--- src/rtl/pixel_pkg.sv ---
// pixel_pkg: definitions shared by the colour engines, the pixel distributor
// and the reorder/merge block.
//   PIX_COORD_W / PIX_RGB_W : default coordinate and colour widths
//   PIX_X_SIZE / PIX_Y_SIZE : default frame geometry
//   pixel_t                 : one finished pixel as produced by an engine
package pixel_pkg;

    localparam int PIX_COORD_W = 11;
    localparam int PIX_RGB_W   = 24;
    localparam int PIX_X_SIZE  = 640;
    localparam int PIX_Y_SIZE  = 480;

    typedef struct packed {
        logic [PIX_COORD_W-1:0] x;
        logic [PIX_COORD_W-1:0] y;
        logic [PIX_RGB_W-1:0]   colour;
    } pixel_t;

endpackage

--- src/rtl/coord_fifo.sv ---
// coord_fifo: one channel's circular buffer of finished pixels.
//   clk, reset : clock, synchronous active-high reset (pointers/count only)
//   push/wdata : write request; ignored while full
//   pop        : remove the head entry; ignored while empty
//   head       : entry at the read pointer (registered storage)
//   full/empty : derived from the registered occupancy count
module coord_fifo #(
    parameter int DEPTH = 8,
    parameter int W     = 46
) (
    input  logic         clk,
    input  logic         reset,
    input  logic         push,
    input  logic         pop,
    input  logic [W-1:0] wdata,
    output logic [W-1:0] head,
    output logic         full,
    output logic         empty
);

    localparam int             AW      = $clog2(DEPTH);
    localparam logic [AW:0]    DEPTH_C = (AW+1)'(DEPTH);

    logic [W-1:0]  mem [DEPTH];
    logic [AW-1:0] wr_ptr_q, wr_ptr_d;
    logic [AW-1:0] rd_ptr_q, rd_ptr_d;
    logic [AW:0]   count_q, count_d;
    logic          do_push, do_pop;

    always_comb begin
        full     = (count_q == DEPTH_C);
        empty    = (count_q == '0);
        // Acceptance looks only at the registered count, so a push into a
        // full channel is refused even when that channel pops this cycle.
        do_push  = push && !full;
        do_pop   = pop && !empty;
        wr_ptr_d = wr_ptr_q + AW'(do_push);
        rd_ptr_d = rd_ptr_q + AW'(do_pop);
        count_d  = count_q + (AW+1)'(do_push) - (AW+1)'(do_pop);
    end

    always_ff @(posedge clk) begin
        if (reset) begin
            wr_ptr_q <= '0;
            rd_ptr_q <= '0;
            count_q  <= '0;
        end else begin
            wr_ptr_q <= wr_ptr_d;
            rd_ptr_q <= rd_ptr_d;
            count_q  <= count_d;
        end
    end

    always_ff @(posedge clk) begin
        if (do_push) begin
            mem[wr_ptr_q] <= wdata;
        end
    end

    assign head = mem[rd_ptr_q];

endmodule

--- src/rtl/pixel_reorder_merge.sv ---
// pixel_reorder_merge: merges out-of-order pixels from NUM_CH colour engines
// into a raster-ordered valid/ready stream.
//   in_valid/in_x/in_y/in_colour : per-channel push (packed, channel 0 in LSBs)
//   in_ready, ch_full            : per-channel space / full status
//   out_valid/out_ready          : output handshake
//   out_colour/out_sof/out_eol   : registered output pixel and markers
//   frame_done                   : pulse after the last pixel of a frame is taken
//   stall_err                    : sticky deadlock indication
module pixel_reorder_merge
    import pixel_pkg::*;
#(
    parameter int NUM_CH  = 4,
    parameter int DEPTH   = 8,
    parameter int COORD_W = PIX_COORD_W,
    parameter int RGB_W   = PIX_RGB_W,
    parameter int X_SIZE  = PIX_X_SIZE,
    parameter int Y_SIZE  = PIX_Y_SIZE
) (
    input  logic                      clk,
    input  logic                      reset,
    input  logic [NUM_CH-1:0]         in_valid,
    output logic [NUM_CH-1:0]         in_ready,
    input  logic [NUM_CH*COORD_W-1:0] in_x,
    input  logic [NUM_CH*COORD_W-1:0] in_y,
    input  logic [NUM_CH*RGB_W-1:0]   in_colour,
    output logic [NUM_CH-1:0]         ch_full,
    output logic                      out_valid,
    input  logic                      out_ready,
    output logic [RGB_W-1:0]          out_colour,
    output logic                      out_sof,
    output logic                      out_eol,
    output logic                      frame_done,
    output logic                      stall_err
);

    localparam int                 PIX_W  = 2*COORD_W + RGB_W;
    localparam logic [COORD_W-1:0] X_LAST = COORD_W'(X_SIZE-1);
    localparam logic [COORD_W-1:0] Y_LAST = COORD_W'(Y_SIZE-1);

    logic [PIX_W-1:0]   head [NUM_CH];
    logic [NUM_CH-1:0]  full, empty, match, pop_vec;
    logic [RGB_W-1:0]   sel_col;
    logic               found, pop_en;

    logic [COORD_W-1:0] exp_x_q, exp_x_d, exp_y_q, exp_y_d;
    logic               out_valid_q, out_valid_d;
    logic [RGB_W-1:0]   out_colour_q, out_colour_d;
    logic               out_sof_q, out_sof_d;
    logic               out_eol_q, out_eol_d;
    // Remembers that the pixel in the output register sits on the last line.
    logic               out_last_q, out_last_d;
    logic               frame_done_q, frame_done_d;
    logic               stall_err_q, stall_err_d;

    for (genvar c = 0; c < NUM_CH; c++) begin : g_ch
        coord_fifo #(
            .DEPTH (DEPTH),
            .W     (PIX_W)
        ) u_fifo (
            .clk   (clk),
            .reset (reset),
            .push  (in_valid[c]),
            .pop   (pop_vec[c]),
            .wdata ({in_x[c*COORD_W +: COORD_W],
                     in_y[c*COORD_W +: COORD_W],
                     in_colour[c*RGB_W +: RGB_W]}),
            .head  (head[c]),
            .full  (full[c]),
            .empty (empty[c])
        );
    end

    assign in_ready = ~full;
    assign ch_full  = full;

    always_comb begin
        match   = '0;
        pop_vec = '0;
        sel_col = '0;
        found   = 1'b0;

        for (int c = 0; c < NUM_CH; c++) begin
            match[c] = !empty[c]
                       && (head[c][PIX_W-1 -: COORD_W] == exp_x_q)
                       && (head[c][RGB_W +: COORD_W]   == exp_y_q);
        end

        pop_en = (|match) && (!out_valid_q || out_ready);

        // Fixed priority: the lowest-index matching channel is popped.
        for (int c = 0; c < NUM_CH; c++) begin
            if (pop_en && match[c] && !found) begin
                found      = 1'b1;
                pop_vec[c] = 1'b1;
                sel_col    = head[c][RGB_W-1:0];
            end
        end

        exp_x_d      = exp_x_q;
        exp_y_d      = exp_y_q;
        out_valid_d  = out_valid_q && !out_ready;
        out_colour_d = out_colour_q;
        out_sof_d    = out_sof_q;
        out_eol_d    = out_eol_q;
        out_last_d   = out_last_q;
        frame_done_d = out_valid_q && out_ready && out_eol_q && out_last_q;
        // Every channel full with nothing matching can never make progress.
        stall_err_d  = stall_err_q || ((&full) && !(|match));

        if (pop_en) begin
            out_valid_d  = 1'b1;
            out_colour_d = sel_col;
            out_sof_d    = (exp_x_q == '0) && (exp_y_q == '0);
            out_eol_d    = (exp_x_q == X_LAST);
            out_last_d   = (exp_y_q == Y_LAST);
            if (exp_x_q == X_LAST) begin
                exp_x_d = '0;
                exp_y_d = (exp_y_q == Y_LAST) ? '0 : exp_y_q + 1'b1;
            end else begin
                exp_x_d = exp_x_q + 1'b1;
            end
        end
    end

    always_ff @(posedge clk) begin
        if (reset) begin
            exp_x_q      <= '0;
            exp_y_q      <= '0;
            out_valid_q  <= 1'b0;
            out_colour_q <= '0;
            out_sof_q    <= 1'b0;
            out_eol_q    <= 1'b0;
            out_last_q   <= 1'b0;
            frame_done_q <= 1'b0;
            stall_err_q  <= 1'b0;
        end else begin
            exp_x_q      <= exp_x_d;
            exp_y_q      <= exp_y_d;
            out_valid_q  <= out_valid_d;
            out_colour_q <= out_colour_d;
            out_sof_q    <= out_sof_d;
            out_eol_q    <= out_eol_d;
            out_last_q   <= out_last_d;
            frame_done_q <= frame_done_d;
            stall_err_q  <= stall_err_d;
        end
    end

    assign out_valid  = out_valid_q;
    assign out_colour = out_colour_q;
    assign out_sof    = out_sof_q;
    assign out_eol    = out_eol_q;
    assign frame_done = frame_done_q;
    assign stall_err  = stall_err_q;

endmodule

--- config.mk ---
export PLATFORM = sky130hd
export DESIGN_NAME = pixel_reorder_merge
export DESIGN_NICKNAME = d
export VERILOG_FILES = /design/src/rtl/pixel_pkg.sv /design/src/rtl/coord_fifo.sv /design/src/rtl/pixel_reorder_merge.sv
export SDC_FILE = /design/constraint.sdc
export NUM_CORES = 1
export LEC_CHECK = 0
export ABC_CLOCK_PERIOD_IN_PS = 7400
export BUFFER_PORTS_ARGS = -buffer_cell sky130_fd_sc_hd__buf_4
export CAP_MARGIN = 20
export CORE_ASPECT_RATIO = 0.7
export CORE_MARGIN = 2
export CORE_UTILIZATION = 55
export CTS_BUF_LIST = sky130_fd_sc_hd__clkbuf_4 sky130_fd_sc_hd__clkbuf_8
export DETAILED_ROUTE_END_ITERATION = 16
export PLACE_DENSITY_LB_ADDON = 0.1
export SETUP_SLACK_MARGIN = 0.4
export SLEW_MARGIN = 40
export SYNTH_ARGS = -nofsm -noshare
export SYNTH_HDL_FRONTEND = slang
export SYNTH_SLANG_ARGS = --single-unit
--- constraint.sdc ---
create_clock -name clk -period 7.4 [get_ports clk]
set_input_delay 0.37 -clock clk [delete_from_list [all_inputs] [get_ports clk]]
set_output_delay 0.37 -clock clk [all_outputs]
set_load 0.01 [all_outputs]
==> run summary, run 1 <==
Run status
- finished clean — run status

Routing
- 11,700 um — Routed met3 length
- 67,500 um — met2 wire length
- 0 — number of remaining DRC errors
- 27.5 um — WL per Instance
- 5.95 — detailed-route vias per instance
- 3,354 — DR iter-0 viols
- 145,000 um — Total Routed Length
- 31,300 — via count
- met5 — highest layer used for signal routing
- 61,000 um — total routed wire length on the met1 layer
- 6 — detailed-routing iteration count for the pre-antenna-repair pass
- 0 — remaining antenna violation count after routing

Worst setup path
- 6.00 ns — signal arrival time at the worst endpoint
- 0.61 ns — maximum single-stage delay on the critical path
- reg -> reg — Worst Path Class, Setup
- 8.16 ns — required time reported for the critical path endpoint
- flop — startpoint type of the worst setup path
- 69 — worst-path maximum fanout
- g_ch[2].u_fifo.rd_ptr_q[0] — reg-to-reg startpoint
- buf_12 -> mux4_2 -> mux2i_1 -> xnor2_1 -> nor4_1 -> nand3_1 -> nor4_4 -> nor4b_4 -> buf_4 -> ha_1 -> inv_1 -> ha_1 -> inv_1 -> fa_1 -> xor2_1 -> nor2_1 — cell breakdown of the critical path
- 2.16 ns — worst setup slack for register-to-register paths
- flop — type of element capturing the critical path
- dfxtp_4 — Worst path slowest cell
- 16 — count of cells along the worst register-to-register path
- g_ch[2].u_fifo.count_q[2] — worst reg2reg endpoint

Clock network
- 0.92 ns — worst-skew pair later-pin latency
- done — clock tree from TritonCTS
- 188 — number of buffers inserted by hold repair at cts
- 0 — post-cts repair resize count
- clkbuf_8 — CTS root buf
- 0.07 ns — Clock transition at path regs
- 0 — setup repair bufs after CTS
- 4 — htree depth
- 3 — Longest Clk Path Bufs
- 1,564 — number of sinks on the clock net
- 223 — cts bufs inserted

Timing
- 0 ns — Final TNS setup
- 0 — endpoints failing hold
- 0.191 GHz — top achievable clock speed
- 0 — Setup violations, final
- 5.24 ns — post-layout minimum cycle time
- 0.154 ns — worst hold slack
- false — setup repair after global routing missed its margin
- 0.0454 ns — Clock Skew
- 0 — final slew viol count
- 70.8% — share of the clock period used by the worst path after layout
- 37.7% — worst-case headroom to the max-slew limit
- 0.934 ns — transition time at the pin with the least slew margin

Floorplanning
- 115,000 um^2 — die area
- 284 um — die extent in y
- 102 — number of placement rows
- 55.5% — initial core utilization
- 404 um — Die X
- 228 — io pins
- 111,000 um^2 — core area

Logic synthesis
- 71.9% — post-synth top area share
- 1,564 — synthesis-stage register bit count
- 62 — post-synth cell types
- edfxtp_1 — most common cell in the netlist
- edfxtp_1 — prevailing post-synth register cell
- 1,472 x edfxtp_1, 305 x mux4_2, 168 x mux2i_1 — top cells by instance count after synthesis
- 61,500 um^2 — area of the mapped netlist
- 0% — fraction of synthesis flops using an asynchronous set or reset pin
- 3,052 — post-synthesis instance total
- edfxtp_1 72%, mux4_2 11%, dfxtp_1 3.0%, mux2i_1 2.7%, mux2_2 2.0% — Synth area leaders
- edfxtp_1 — cell type with the highest aggregate area in the netlist
- 3,289 — syn nets
- 1,472 — number of enable flip-flop cells after synthesis
- 74.9% — post-synthesis sequential area ratio
- 20.1 um^2 — synthesized area per cell
- 0 — count of yosys warnings during synthesis

Global routing
- 0 — global-route congestion overflow total
- 25.5% — Overall Global Routing Usage
- 32,400 — vias in the first global route
- 89 — largest net degree at the start of global routing
- 212,000 um — wire length of the first global-routing pass
- 12 — initial antenna violation count

Cells and area
- 71,600 um^2 — final std cell area, no fill
- 3,840 — nets@finish
- 64.6% — post-layout util
- 30.1% — share of final-layout standard cells stronger than drive strength 1
- 7,559 — count of fill cells added during filler insertion
- 16.5% — area added between synthesis and finish

Power
- 0.211 mV — IR drop worst, VDD
- 22.7 nW — Lkg Pwr
- 18.4 mW — Pwr Total
- 257 nW/um^2 — power density over the cells

Worst hold path
- 4 — depth of the worst hold-timing path
- in_valid[2] — Min-Delay Startpoint
- g_ch[2].u_fifo.wr_ptr_q[0] — hold endpoint
- in -> reg — path category of the worst min-delay check

Placed design
- 85,400 um — Detail Placement HPWL
- 227 — number of port buffers
- 65,100 um^2 — placed cell areas
- 0.858 — weighted congestion reported at the end of routability-driven placement

Job
- 0 — total of max-cap violations

==> cell type report <==
type                    count  area (um^2)  share of cell area [%]
diodes                      4         10.0                  0.0140
clock buffers             325         3900                    5.45
clock inverters            93          519                   0.725
inverters                  41          154                   0.215
multi-input cells        1280        14700                    20.5
flip-flops and latches   1564        46100                    64.4
well taps                1456         1820                    2.54
repair buffers            493         4400                    6.15
==> registers in the layout (all words and copies together), names as in the netlist <==
register              count
g_ch.u_fifo.mem        1472
out_colour               24
g_ch.u_fifo.count_q      16
g_ch.u_fifo.rd_ptr_q     12
g_ch.u_fifo.wr_ptr_q     12
exp_x_q                  11
exp_y_q                  11
frame_done                1
out_eol                   1
out_last_q                1
out_sof                   1
out_valid                 1
stall_err                 1
==> layout by cell type, fill, tap and decap left out, types with 73 or more instances in the layout <==
cell | synthesis | routed
edfxtp_1 | 1472 | 1472
dlygate4sd3_1 | 0 | 188
buf_4 | 21 | 276
xnor2_1 | 73 | 73
mux4_2 | 305 | 305
mux2i_1 | 168 | 168
clkbuf_8 | 0 | 234
mux2_2 | 109 | 109
clkbuf_4 | 0 | 91
==> stage by stage <==
stage | worst slack [ns] | instances
6_report | 2.16 | 5256
5_1_grt | 1.87 | 5254
4_1_cts | 2.09 | 5245
3_5_place_dp | 2.13 | 4639
3_3_place_gp | 2.07 | 4632
2_1_floorplan | 2.76 | 3052
==> per-layer routing <==
metal	vias up	global-route usage, %
met5	-	0
met4	4	9.30
met3	218	5.77
met2	1185	38.9
met1	16300	36.6
li1	13600	-
==> cells by family after synthesis <==
group	synth area share [%]
flip-flops	74.9
multiplexers	16.0
AND/OR/NAND/NOR	2.67
AO/OA/AOI/OAI	2.43
buffers and inverters	1.58
XOR/XNOR	1.45
adder cells (fa/ha/maj)	0.985
==> worst max-delay path by stage <==
| stage | slack [ns] | endpoint | startpoint |
|---|---|---|---|
| after detailed placement | 2.13 | g_ch[1].u_fifo.count_q[1] | g_ch[1].u_fifo.rd_ptr_q[1] |
| after global routing | 1.87 | g_ch[2].u_fifo.count_q[2] | g_ch[2].u_fifo.rd_ptr_q[0] |
| after global placement | 2.07 | g_ch[1].u_fifo.count_q[3] | g_ch[1].u_fifo.rd_ptr_q[1] |
| after floorplan | 2.76 | g_ch[2].u_fifo.mem[0][0] | g_ch[2].u_fifo.count_q[2] |
| after CTS | 2.09 | g_ch[1].u_fifo.count_q[1] | g_ch[1].u_fifo.rd_ptr_q[1] |
| final | 2.16 | g_ch[2].u_fifo.count_q[2] | g_ch[2].u_fifo.rd_ptr_q[0] |
==> worst max-delay path, delay by kind of cell, from the launching register on <==
kind / cells / cell delay, ns
mux: 2 / 0.93
flops: 1 / 0.61
xor+xnor: 2 / 0.28
simple gates: 5 / 1.40
fa+ha+maj: 3 / 0.86
buf+inv: 4 / 0.89
==> report_power, final <==
| part | internal [mW] | total [mW] | switching (mW) |
|---|---|---|---|
| logic | 0.574 | 1.44 | 0.861 |
| clock network | 3.49 | 6.68 | 3.19 |
| registers | 10.2 | 10.3 | 0.107 |
(Power assumes the default switching activity.)
==> inputs of run 2 (changes only) <==
ABC_CLOCK_PERIOD_IN_PS = 4300   (was 7400)
clock period = 4.3 ns   (was 7.4 ns; I/O delays follow)
==> run 2 against run 1 <==
Effect of this change: die area did not move; sequential share of layout area fell by 1.3 points; final cell count up 2.1%.
==> run summary, run 2 (synthesis results as in run 1) <==
Timing
- 0 — Setup violations, final, unchanged
- 0.0368 ns — Clock Skew, -0.00861 ns
- 3.81 ns — post-layout minimum cycle time, -1.43 ns
- 0.263 GHz — top achievable clock speed, +38%
- 0.0934 ns — worst hold slack, -0.0601 ns
- 0 ns — Final TNS setup, unchanged
- 0.491 ns — Final Worst Setup Slack, -1.67 ns
- 88.6% — share of the clock period used by the worst path after layout, +18 points
- true — setup repair after global routing missed its margin
- 0 — endpoints failing hold, unchanged
- 36.7% — worst-case headroom to the max-slew limit, -0.97 points
- 0 — final slew viol count, unchanged
- 0.948 ns — transition time at the pin with the least slew margin, +0.0145 ns

Clock network
- 0.07 ns — Clock transition at path regs, about the same
- clkbuf_8 — CTS root buf
- 1,564 — number of sinks on the clock net, unchanged
- 4 — htree depth, unchanged
- 222 — cts bufs inserted, -0.45%
- 3 — Longest Clk Path Bufs, unchanged
- 0.90 ns — worst-skew pair later-pin latency, -0.02 ns
- done — clock tree from TritonCTS

Placed design
- 0.116 ns — setup slack after placement, -2.01 ns
- 4,705 — cell count after placement, +1.4%
- 0.914 — weighted congestion reported at the end of routability-driven placement, +6.6%
- 227 — number of port buffers, unchanged
- 92,700 um — Detail Placement HPWL, +8.5%

Global routing
- 219,000 um — wire length of the first global-routing pass, +3.3%
- 15 — initial antenna violation count, +3
- 26.4% — Overall Global Routing Usage, +0.91 points
- 56 — largest net degree at the start of global routing, -37%
- 0 — global-route congestion overflow total, unchanged
- 32,700 — vias in the first global route, +1.1%

Floorplanning
- 404 um — Die X, unchanged
- 111,000 um^2 — core area, unchanged
- 115,000 um^2 — die area, unchanged
- 228 — io pins, unchanged
- 55.5% — initial core utilization, unchanged
- 284 um — die extent in y, unchanged
- 102 — number of placement rows, unchanged

Cells and area
- 1,472 x edfxtp_1, 353 x buf_4, 305 x mux4_2, 228 x clkbuf_8, 198 x dlygate4sd3_1 — commonest cells after routing, fill and taps aside
- 5,365 — final std cells w/o fill, +2.1%
- g_ch.u_fifo.mem — largest register by flop count
- 32.8% — share of final-layout standard cells stronger than drive strength 1, +2.6 points
- 15,100 um^2 — multi-input combinational cell area, +2.7%
- 18.9% — area added between synthesis and finish
- 3,951 — nets@finish, +2.9%
- 7,292 — count of fill cells added during filler insertion, -3.5%
- edfxtp_1 — most frequent standard cell in the layout excluding fill and tap cells
- 1,472 — number of flip-flops in the largest register, unchanged
- 46,100 um^2 — Sequential cell area, about the same

Worst setup path
- 7 — worst-path maximum fanout, -90%
- 5.07 ns — required time reported for the critical path endpoint, -3.09 ns
- flop — startpoint type of the worst setup path
- reg -> reg — Worst Path Class, Setup
- g_ch[2].u_fifo.rd_ptr_q[0] — launch point of the worst path
- 4.58 ns — signal arrival time at the worst endpoint, -1.42 ns
- flop — type of element capturing the critical path
- g_ch[2].u_fifo.rd_ptr_q[0] — reg-to-reg startpoint

Routing
- 151,000 um — Total Routed Length, +4.3%
- 0 — remaining antenna violation count after routing, unchanged
- 32,000 — via count, +2.2%
- 3,037 — DR iter-0 viols, -9.5%
- 28.1 um — WL per Instance, +2.2%
- 5.96 — detailed-route vias per instance, +0.15%
- 5 — detailed-routing iteration count for the pre-antenna-repair pass, -1
- 0 — number of remaining DRC errors, unchanged

Power
- 432 nW/um^2 — power density over the cells, +68%
- 31.6 mW — Pwr Total, +72%
- 0.328 mV — IR drop worst, VDD, +55%
- 23.3 nW — Lkg Pwr, +2.8%

Run status
- finished clean — run status

Worst hold path
- in_x[0] — Min-Delay Startpoint
- in -> reg — path category of the worst min-delay check

Job
- 0 — total of max-cap violations, unchanged

==> run 2: layout make-up <==
type | count | area share (%)
antenna | 6 | 0.0205
clock buffer | 308 | 5.12
clock inverter | 105 | 0.774
inverter | 41 | 0.214
multi-input combinational | 1280 | 20.6
sequential | 1564 | 63.1
tap | 1456 | 2.49
timing repair buffer | 605 | 7.67
==> run 2: per-layer routing <==
| layer | share of wire (%) | vias to the layer above | wire length [um] | track usage (%) |
|---|---|---|---|---|
| met3 | 8.2 | 208 | 12400 | 6.23 |
| met5 | 0.047 | - | 71 | 0 |
| met2 | 46 | 1283 | 69600 | 39.4 |
| met1 | 43 | 16700 | 64200 | 38.8 |
| met4 | 3.0 | 12 | 4530 | 9.09 |
| li1 | - | 13800 | - | - |
==> run 2: worst max-delay path: stages, from the launching register on <==
cell and delay, ns:
dfxtp_4 0.39, buf_12 0.12, buf_16 0.12, buf_4 0.12, mux4_2 0.54, mux2i_4 0.27, xor2_1 0.20, nand3_1 0.14
nor4_4 0.28, buf_4 0.18, nor4b_4 0.29, ha_4 0.26, inv_4 0.05, ha_4 0.12, inv_2 0.04, fa_2 0.51
nor2_1 0.04
==> run 2: report_power, final <==
| part | total (mW) | switching [mW] | internal (mW) |
|---|---|---|---|
| clock | 11.2 | 5.45 | 5.80 |
| combinational | 2.67 | 1.60 | 1.07 |
| sequential | 17.7 | 0.192 | 17.5 |
| total | 31.6 | 7.23 | 24.4 |
==> run 2: final timing paths <==
check        slack, ns                        end  cells after the start
min reg2reg       0.49                 out_last_q                      2
max               0.49  g_ch[2].u_fifo.count_q[1]                     16
max reg2reg       0.49  g_ch[2].u_fifo.count_q[1]                     16
min               0.09  g_ch[0].u_fifo.mem[2][35]                      2
==> run 2: timing repair <==
| item | CTS | global route |
|---|---|---|
| setup buffers | 19 | 17 |
| pin swaps | 8 | 16 |
| hold endpoints to repair | 1525 | 0 |
| cloned | 2 | 2 |
| hold buffers | 198 | 0 |
| gates resized for setup | 31 | 47 |
| endpoints found under the setup margin | 27 | 28 |
==> run 2: metrics by stage <==
| step | util [%] | instance area [um^2] |
|---|---|---|
| floorplan | - | 61500 |
| global placement | 59.3 | 65700 |
| detailed placement | 59.4 | 65800 |
| CTS | 65.5 | 72500 |
| global route | 66.0 | 73100 |
| finish | 66.0 | 73100 |
